## src/rtl/hline_move_ctrl.sv

```systemverilog
// Bouncing horizontal-line motion controller: drives UP/DW/LD strobes of an
// external line counter and reverses direction at the Y_MIN/Y_MAX limits.
module hline_move_ctrl #(
    parameter logic [15:0] Y_MIN = 16'd18,
    parameter logic [15:0] Y_MAX = 16'd630
) (
    input  logic        clk,
    input  logic        reset,
    input  logic        frame,
    input  logic        go,
    input  logic        halt,
    input  logic        freeze,
    input  logic [1:0]  speed,
    input  logic [15:0] start_y,
    input  logic        at_max,
    input  logic        at_min,
    output logic        UP,
    output logic        DW,
    output logic        LD,
    output logic [15:0] load_y,
    output logic        dir,
    output logic        moving,
    output logic [7:0]  bounces
);

    typedef enum logic [1:0] {
        S_IDLE     = 2'd0,
        S_LOAD     = 2'd1,
        S_MOVE_INC = 2'd2,
        S_MOVE_DEC = 2'd3
    } state_t;

    state_t      state_q, state_d;
    logic        up_q, up_d;
    logic        dw_q, dw_d;
    logic        ld_q, ld_d;
    logic [15:0] load_y_q, load_y_d;
    logic        dir_q, dir_d;
    logic        moving_q, moving_d;
    logic [7:0]  bounces_q, bounces_d;
    logic [1:0]  div_q, div_d;
    logic        start_s;
    logic        step_s;

    function automatic logic [15:0] clamp_y(input logic [15:0] y);
        logic [15:0] r;
        if (y < Y_MIN) begin
            r = Y_MIN;
        end else if (y > Y_MAX) begin
            r = Y_MAX;
        end else begin
            r = y;
        end
        return r;
    endfunction

    // Next-state and next-output computation; halt > go > freeze > frame.
    always_comb begin
        state_d   = state_q;
        up_d      = 1'b0;
        dw_d      = 1'b0;
        ld_d      = 1'b0;
        load_y_d  = load_y_q;
        dir_d     = dir_q;
        bounces_d = bounces_q;
        div_d     = div_q;
        start_s   = 1'b0;
        step_s    = 1'b0;

        case (state_q)
            S_IDLE: begin
                if (halt) begin
                    state_d = S_IDLE;
                end else if (go) begin
                    start_s = 1'b1;
                end else begin
                    state_d = S_IDLE;
                end
            end
            S_LOAD: begin
                if (halt) begin
                    state_d = S_IDLE;
                end else if (go) begin
                    start_s = 1'b1;
                end else begin
                    state_d = S_MOVE_INC;
                end
            end
            S_MOVE_INC, S_MOVE_DEC: begin
                if (halt) begin
                    state_d = S_IDLE;
                end else if (go) begin
                    start_s = 1'b1;
                end else if (freeze) begin
                    div_d = div_q;
                end else if (frame) begin
                    if (div_q == speed) begin
                        div_d  = 2'd0;
                        step_s = 1'b1;
                    end else begin
                        div_d = div_q + 2'd1;
                    end
                end else begin
                    div_d = div_q;
                end
            end
            default: begin
                state_d = S_IDLE;
            end
        endcase

        if (start_s) begin
            state_d  = S_LOAD;
            ld_d     = 1'b1;
            load_y_d = clamp_y(start_y);
            div_d    = 2'd0;
            dir_d    = 1'b1;
        end else begin
            ld_d = 1'b0;
        end

        // At a limit the step itself reverses, so the counter never overshoots.
        if (step_s && state_q == S_MOVE_INC) begin
            if (at_max) begin
                dw_d      = 1'b1;
                state_d   = S_MOVE_DEC;
                dir_d     = 1'b0;
                bounces_d = bounces_q + 8'd1;
            end else begin
                up_d = 1'b1;
            end
        end else if (step_s && state_q == S_MOVE_DEC) begin
            if (at_min) begin
                up_d      = 1'b1;
                state_d   = S_MOVE_INC;
                dir_d     = 1'b1;
                bounces_d = bounces_q + 8'd1;
            end else begin
                dw_d = 1'b1;
            end
        end else begin
            up_d = 1'b0;
            dw_d = 1'b0;
        end

        moving_d = (state_d == S_MOVE_INC) || (state_d == S_MOVE_DEC);
    end

    // State and registered outputs with asynchronous reset.
    always_ff @(posedge clk or posedge reset) begin
        if (reset) begin
            state_q   <= S_IDLE;
            up_q      <= 1'b0;
            dw_q      <= 1'b0;
            ld_q      <= 1'b0;
            load_y_q  <= 16'd0;
            dir_q     <= 1'b1;
            moving_q  <= 1'b0;
            bounces_q <= 8'd0;
            div_q     <= 2'd0;
        end else begin
            state_q   <= state_d;
            up_q      <= up_d;
            dw_q      <= dw_d;
            ld_q      <= ld_d;
            load_y_q  <= load_y_d;
            dir_q     <= dir_d;
            moving_q  <= moving_d;
            bounces_q <= bounces_d;
            div_q     <= div_d;
        end
    end

    assign UP      = up_q;
    assign DW      = dw_q;
    assign LD      = ld_q;
    assign load_y  = load_y_q;
    assign dir     = dir_q;
    assign moving  = moving_q;
    assign bounces = bounces_q;

endmodule

```

## config.mk

```make
export PLATFORM = sky130hd
export DESIGN_NAME = hline_move_ctrl
export DESIGN_NICKNAME = d
export VERILOG_FILES = /design/src/rtl/hline_move_ctrl.sv
export SDC_FILE = /design/constraint.sdc
export NUM_CORES = 1
export LEC_CHECK = 0
export ABC_AREA = 1
export CAP_MARGIN = 40
export CELL_PAD_IN_SITES_DETAIL_PLACEMENT = 0
export CELL_PAD_IN_SITES_GLOBAL_PLACEMENT = 1
export CORE_ASPECT_RATIO = 0.5
export CORE_MARGIN = 2
export CORE_UTILIZATION = 35
export CTS_CLUSTER_SIZE = 40
export DETAILED_ROUTE_END_ITERATION = 10
export GPL_TIMING_DRIVEN = 1
export HOLD_SLACK_MARGIN = 0.08
export PLACE_DENSITY_LB_ADDON = 0.08
export SLEW_MARGIN = 10
export SYNTH_ARGS = -nofsm -noshare
export SYNTH_HDL_FRONTEND = slang
export SYNTH_SLANG_ARGS = --single-unit
```

## constraint.sdc

```tcl
create_clock -name clk -period 3.5 [get_ports clk]
set_clock_uncertainty 0.05 [all_clocks]
set_input_delay 0.35 -clock clk [delete_from_list [all_inputs] [get_ports clk]]
set_output_delay 0.35 -clock clk [all_outputs]
set_load 0.01 [all_outputs]
```

==> flow_summary.json, run 1 <==
{
  "startpoint_type": "input port",
  "clock_power_share_pct": 39.1,
  "period_share_pct": 54.91,
  "drc": 0,
  "effective_utilization_at_floorplan_pct": 37.66,
  "synth_compound_area_share_pct": 4.818,
  "grt_start_max_net_pins": 23,
  "worst_path_slowest_cell": "nand4_1",
  "worst_setup_path_startpoint": "halt",
  "hpwlAfterDp_mm": 2.989,
  "antenna_found_initial": 0,
  "synthSimpleGateAreaFrac_pct": 34.31,
  "cts_htree_levels": 2,
  "max_slew.worst_pin.slew_ns": 0.5725,
  "timing.setup.tns_ns": 0,
  "synth.lib_cells_used.distinct": 30,
  "post_synth_inst_count": 211,
  "switchingPower_w": 0.0002388,
  "placement.cell_area_mm2": 0.002337,
  "timing_hold_violations_final": 0,
  "synth_top_area_share_pct": 46.72,
  "route.detailed.wl_per_inst_um": 11.64,
  "netlist_top_cells_area": "dfrtp_1, nand2_1, nand3_1, inv_1, nor2_1",
  "avgSynthCellArea_um2": 8.124,
  "buffers_plus_inverters_on_the_worst_setup_path": 1,
  "setup_violations": 0,
  "slew_headroom_pct": 61.72,
  "final_common_cell": "clkdlybuf4s50_1",
  "ys_seq_area_share_pct": 48.25,
  "fraction_of_the_mapped_netlist_area_in_adder_cells_pct": 0.7299,
  "grt_setup_unrepaired": "no",
  "ctsHoldBuffers": 0,
  "setup.worst_path.end_class": "flop",
  "final_nets": 297,
  "final_cell_mix": "clkdlybuf4s50_1, nand2_1, dfrtp_1, inv_1, nor2_1",
  "total_placed_cells_including_tap_cells": 329,
  "die_boundary_width_um": 103.0,
  "gpl.final_weighted_congestion": 0.7715,
  "ant_nets": 0,
  "synth_largest_area_cell": "dfrtp_1",
  "final_critical_path_setup_slack_ns": 1.578,
  "crit_arrival_ns": 2.04,
  "preCtsSetupSlack_ns": 1.286,
  "row_count": 17,
  "root_buffer": "clkbuf_8",
  "clk_path_buf_depth": 2,
  "layoutNonFillerInstCount": 337,
  "synth.cell_area_mm2": 0.001714,
  "worst_setup_hold_path_clk_slew_ns": 0.07,
  "design.core.area_mm2": 0.004552,
  "worst-endpoint-required_ns": 3.62,
  "fmaxAchievable_ghz": 0.5203,
  "max_cap_violations": 0,
  "report.final.slew_viol_count": 0,
  "clock_latency_ns": 0.28,
  "swShare_pct": 25.23,
  "die_area_mm2": 0.005507,
  "place.port_buffers": 54,
  "ys.warnings.count": 0,
  "cts-buffers-inserted": 5,
  "nFillCells": 443,
  "cts_repair_resize_count": 0,
  "post_synth_mux_area_share_pct": 0,
  "synth_top_family_by_area": "simple AND/OR/NAND/NOR gates",
  "power-per-cell-area_mw_per_mm2": 385.7,
  "path_cells": "clkdlybuf4s50_1, nor2_1, nand2_2, nor2_8, nand4_1, nand3_1, nand2_1",
  "cts_post_setup_buffers_inserted": 0,
  "internal_power_w": 0.0007076,
  "yosys_register_bits": 33,
  "route.detailed.vias_per_inst": 4.513,
  "post-route-min-period_ns": 1.922,
  "finish.instance_area_mm2": 0.002454,
  "worst_hold_path_type": "input port to async pin",
  "comb_power_share_pct": 17.2,
  "flow.area_growth_from_synthesis_pct": 43.14,
  "top_level_ports": 55,
  "postSynthNetCount": 238,
  "worst_path_dominant_cell_family": "simple AND/OR/NAND/NOR gates",
  "cts_tree": "built",
  "gr-total-overflow": 0,
  "ratio_of_cells_with_drive_above_1_in_the_final_layout_pct": 9.225,
  "clock_sinks": 33,
  "number_of_global_route_vias_before_repair": 1466,
  "share_of_the_synthesized_netlist_area_taken_by_xor_and_xnor_gates_pct": 3.066,
  "drtPass1Iterations": 4,
  "max-vdd-ir-drop_v": 0.0001374,
  "critical_path.max_stage_delay_ns": 0.47,
  "reg2reg_from": "div_q[1]$_DFFE_PP0P_",
  "path_class": "input port to flop",
  "dr.first_iter.drc_count": 32,
  "antenna_cells_inserted": 0,
  "routed-via-count": 1521,
  "worstPathMaxFanout": 11,
  "power.static_leakage_nw": 1.191,
  "grt_first_pass_wirelength_mm": 6.844,
  "outcome": "finished, final reports clean",
  "drt_wl_total_mm": 3.924,
  "power.sequential.fraction_pct": 43.7,
  "grt.total_usage_pct": 16.57,
  "chipHeight_um": 53.49
}
stage by stage:
stage	utilization (%)	power, W	hold WS [ns]
floorplan	-	0.0005150	0.3708
global placement	50.74	0.0005787	0.4183
detailed placement	51.35	0.0005848	0.4145
CTS	53.90	0.0009557	0.2449
global route	53.90	0.0009993	0.2475
finish	53.90	0.0009464	0.2460
sequential cells by signal, summed over array words and instances (netlist names):
name,flops
DW,1
UP,1
state_q,2
LD,1
load_y,16
bounces,8
moving,1
dir,1
div_q,2
worst paths after layout:
| kind | endpoint | slack, ns | cells after the start |
|---|---|---|---|
| max reg2reg | bounces[3]$_DFFE_PP0P_ | 1.81 | 7 |
| min reg2reg | load_y[0]$_DFFE_PP0P_ | 0.43 | 2 |
| max | bounces[3]$_DFFE_PP0P_ | 1.58 | 7 |
| max in group asynchronous | dir$_DFF_PP1_ | 2.69 | 3 |
| min in group clk | load_y[0]$_DFFE_PP0P_ | 0.43 | 2 |
| min | DW$_DFF_PP0_ | 0.25 | 2 |
cell families (layout without fill, tap and decap cells):
family,Yosys count,after routing
xor gates and xnor gates,6,6
buffers and inverters,35,95
AOI/OAI and AO/OA,12,12
DFF,33,33
adders and majority gates,1,1
and+or+nand+nor,124,124
layer usage:
metal / share of wire [%] / up-vias / track usage, %
met5: 0 / - / 0
met2: 48 / 37 / 28.14
li1: - / 770 / -
met4: 0.99 / 0 / 5.921
met1: 47 / 709 / 20.55
met3: 4.3 / 5 / 4.359
layout make-up:
| class | instances | area (um^2) | share of cell area (%) |
|---|---|---|---|
| multi-input combinational | 143 | 735.7 | 29.98 |
| clock buffer | 7 | 86.33 | 3.519 |
| clock inverter | 1 | 30.03 | 1.224 |
| timing repair buffer | 56 | 575.6 | 23.46 |
| sequential | 33 | 827.0 | 33.71 |
| inverter | 31 | 116.4 | 4.743 |
| tap | 66 | 82.58 | 3.366 |
cell usage after synthesis, drive strengths merged:
cell type,n
nand2,59
dfrtp,32
inv,30
nor2,30
nand3,26
a21oi,5
buf,4
nand4,4
o21ai,4
nor3,3
xnor2,3
xor2,3
a21boi,1
and2,1
clkinv,1
dfstp,1
ha,1
o211ai,1
o31ai,1
or2,1
power groups by stage:
stage | Sequential, W | Combinational (W) | Clock, W
finish | 0.000414 | 0.000162 | 0.000370
global route | 0.000416 | 0.000184 | 0.000399
CTS | 0.000414 | 0.000165 | 0.000377
detailed placement | 0.000421 | 0.000164 | 0
global placement | 0.000421 | 0.000158 | 0
floorplan | 0.000422 | 0.0000930 | 0
Power figures use the tool's default switching activity.
==> run 2: changes to the inputs <==
--- a/config.mk
+++ b/config.mk
@@ -11,7 +11,7 @@
 export CELL_PAD_IN_SITES_GLOBAL_PLACEMENT = 1
 export CORE_ASPECT_RATIO = 0.5
 export CORE_MARGIN = 2
-export CORE_UTILIZATION = 35
+export CORE_UTILIZATION = 33
 export CTS_CLUSTER_SIZE = 40
 export DETAILED_ROUTE_END_ITERATION = 10
 export GPL_TIMING_DRIVEN = 1
==> constraint.sdc (replaced) <==
create_clock -name clk -period 1.8 [get_ports clk]
set_clock_uncertainty 0.05 [all_clocks]
set_input_delay 0.18 -clock clk [delete_from_list [all_inputs] [get_ports clk]]
set_output_delay 0.18 -clock clk [all_outputs]
set_load 0.01 [all_outputs]
==> run 2 against run 1 <==
Effect of this change:
- largest cell class unchanged
- via count up 1.1%
- critical endpoint is now dir
- power increased by 76%
- design area rose by 1.0%
==> flow_summary.json, run 2 (synthesis gave the netlist of run 1 again) <==
{
  "outcome": "finished, final reports clean",
  "route.detailed.wl_per_inst_um": 11.03,
  "root_buffer": "clkbuf_8",
  "power.static_leakage_nw": 1.203,
  "final_nets": 303,
  "grt_start_max_net_pins": 25,
  "final_cell_mix": "clkdlybuf4s50_1, nand2_1, dfrtp_1, inv_1, nor2_1",
  "report.final.slew_viol_count": 0,
  "worst_path_dominant_cell_family": "flip-flops",
  "crit_arrival_ns": 1.35,
  "gr-total-overflow": 0,
  "dr.first_iter.drc_count": 23,
  "grt_setup_unrepaired": "no",
  "power.sequential.fraction_pct": 48.2,
  "postLayoutCoreUtil_pct": 50.03,
  "setup.worst_path.end_class": "primary output",
  "worst-endpoint-required_ns": 1.57,
  "final_critical_path_setup_slack_ns": 0.2152,
  "grt.total_usage_pct": 14.59,
  "clock_power_share_pct": 32.5,
  "die_area_mm2": 0.005822,
  "switchingPower_w": 0.0004707,
  "worst_hold_path_type": "input port to async pin",
  "flow.area_growth_from_synthesis_pct": 44.60,
  "cts_post_setup_buffers_inserted": 0,
  "routed-via-count": 1537,
  "timing_hold_violations_final": 0,
  "design.core.area_mm2": 0.004955,
  "antenna_cells_inserted": 0,
  "top_usage_layer": "met2",
  "grt_first_pass_wirelength_mm": 6.389,
  "path_cells": "clkdlybuf4s50_1",
  "drtPass1Iterations": 4,
  "period_share_pct": 88.04,
  "gr-usage-met3_pct": 4.801,
  "cts_repair_resize_count": 0,
  "fin_worst_hold_slack_ns": 0.1364,
  "ctsHoldBuffers": 0,
  "power-per-cell-area_mw_per_mm2": 672.6,
  "number_of_global_route_vias_before_repair": 1415,
  "fmaxAchievable_ghz": 0.6310,
  "max-vdd-ir-drop_v": 0.0003486,
  "max_slew.worst_pin.slew_ns": 0.4204,
  "buffers_plus_inverters_on_the_worst_setup_path": 1,
  "r2r_cells": 7,
  "global_route.usage.met2_pct": 24.30,
  "setup_violations": 0,
  "top_level_ports": 55,
  "clock_latency_ns": 0.28,
  "largest_reg_flops": 16,
  "cts_tree": "built",
  "effective_utilization_at_floorplan_pct": 34.60,
  "hpwlAfterDp_mm": 2.972,
  "finish.instance_area_mm2": 0.002479,
  "clk_path_buf_depth": 2,
  "worstPathMaxFanout": 2,
  "chipHeight_um": 54.97,
  "swShare_pct": 28.24,
  "startpoint_type": "flop",
  "max_cap_violations": 0,
  "internal_power_w": 0.001196,
  "ratio_of_cells_with_drive_above_1_in_the_final_layout_pct": 11.55,
  "clock_sinks": 33,
  "row_count": 18,
  "gpl.final_weighted_congestion": 0.7328,
  "r2r_slack_ns": 0.44,
  "preCtsSetupSlack_ns": 0.1072,
  "cts-buffers-inserted": 5,
  "die_boundary_width_um": 105.9,
  "comb_power_share_pct": 19.2,
  "cts_htree_levels": 2,
  "critical_path.max_stage_delay_ns": 0.54,
  "worst_setup_hold_path_clk_slew_ns": 0.07,
  "drt_wl_total_mm": 3.827,
  "timing.setup.tns_ns": 0,
  "place.port_buffers": 54,
  "path_class": "flop to primary output",
  "drc": 0,
  "final_common_cell": "clkdlybuf4s50_1",
  "placement.cell_area_mm2": 0.002392,
  "reg2reg_from": "div_q[0]$_DFFE_PP0P_",
  "timing.rr.end": "bounces[4]$_DFFE_PP0P_",
  "antenna_found_initial": 0,
  "route.detailed.vias_per_inst": 4.429,
  "worst_path_slowest_cell": "dfstp_2",
  "use_met1_pct": 18.38,
  "post-route-min-period_ns": 1.585,
  "ant_nets": 0,
  "slew_headroom_pct": 71.94
}
[run 2: changes by cell type in the layout (fill, tap and decap cells not counted)]
cell | before | now
buf_4 | 1 | 6
buf_16 | 1 | 0
clkinv_2 | 0 | 2
clkinvlp_4 | 0 | 1
bufinv_16 | 1 | 0
buf_12 | 0 | 2
clkbuf_1 | 1 | 0
clkbuf_8 | 6 | 5
[run 2: routing by layer]
metal  part of all wire, %  routed length (um)
met1                    48                1856
met2                    44                1689
met5                     0                   0
met4                   1.3                  49
met3                   6.0                 231
[run 2: final cells by class]
class	count	area [um^2]
fill	476	2476
tap	70	87.58
clock inverter	3	17.52
inverter	31	116.4
timing repair buffer	62	625.6
clock buffer	5	68.82
sequential	33	827.0
multi-input combinational	143	735.7
[run 2: per-stage QoR]
stage | power [W] | std cells
6_report | 0.001667 | 347
5_1_grt | 0.001772 | 347
4_1_cts | 0.001694 | 347
3_5_place_dp | 0.001143 | 339
3_3_place_gp | 0.001140 | 339
2_1_floorplan | 0.001001 | 211
[run 2: worst max-delay path by stage]
stage                    startpoint  depth (start not counted)                     end  slack, ns
2_1_floorplan  div_q[1]$_DFFE_PP0P_                          7  bounces[2]$_DFFE_PP0P_       0.57
3_3_place_gp               speed[1]                          8    state_q[0]$_DFF_PP0_       0.08
6_report              dir$_DFF_PP1_                          1                     dir       0.22
5_1_grt               dir$_DFF_PP1_                          1                     dir       0.17
4_1_cts               dir$_DFF_PP1_                          1                     dir       0.20
3_5_place_dp                   halt                          7  bounces[7]$_DFFE_PP0P_       0.11
[run 2: power groups by stage]
stage                     clock network, W  registers, W  logic (W)
after global routing              0.000605      0.000809   0.000358
final                             0.000542      0.000804   0.000321
after detailed placement                 0      0.000818   0.000326
after floorplan                          0      0.000821   0.000181
after CTS                         0.000563      0.000803   0.000327
after global placement                   0      0.000818   0.000322
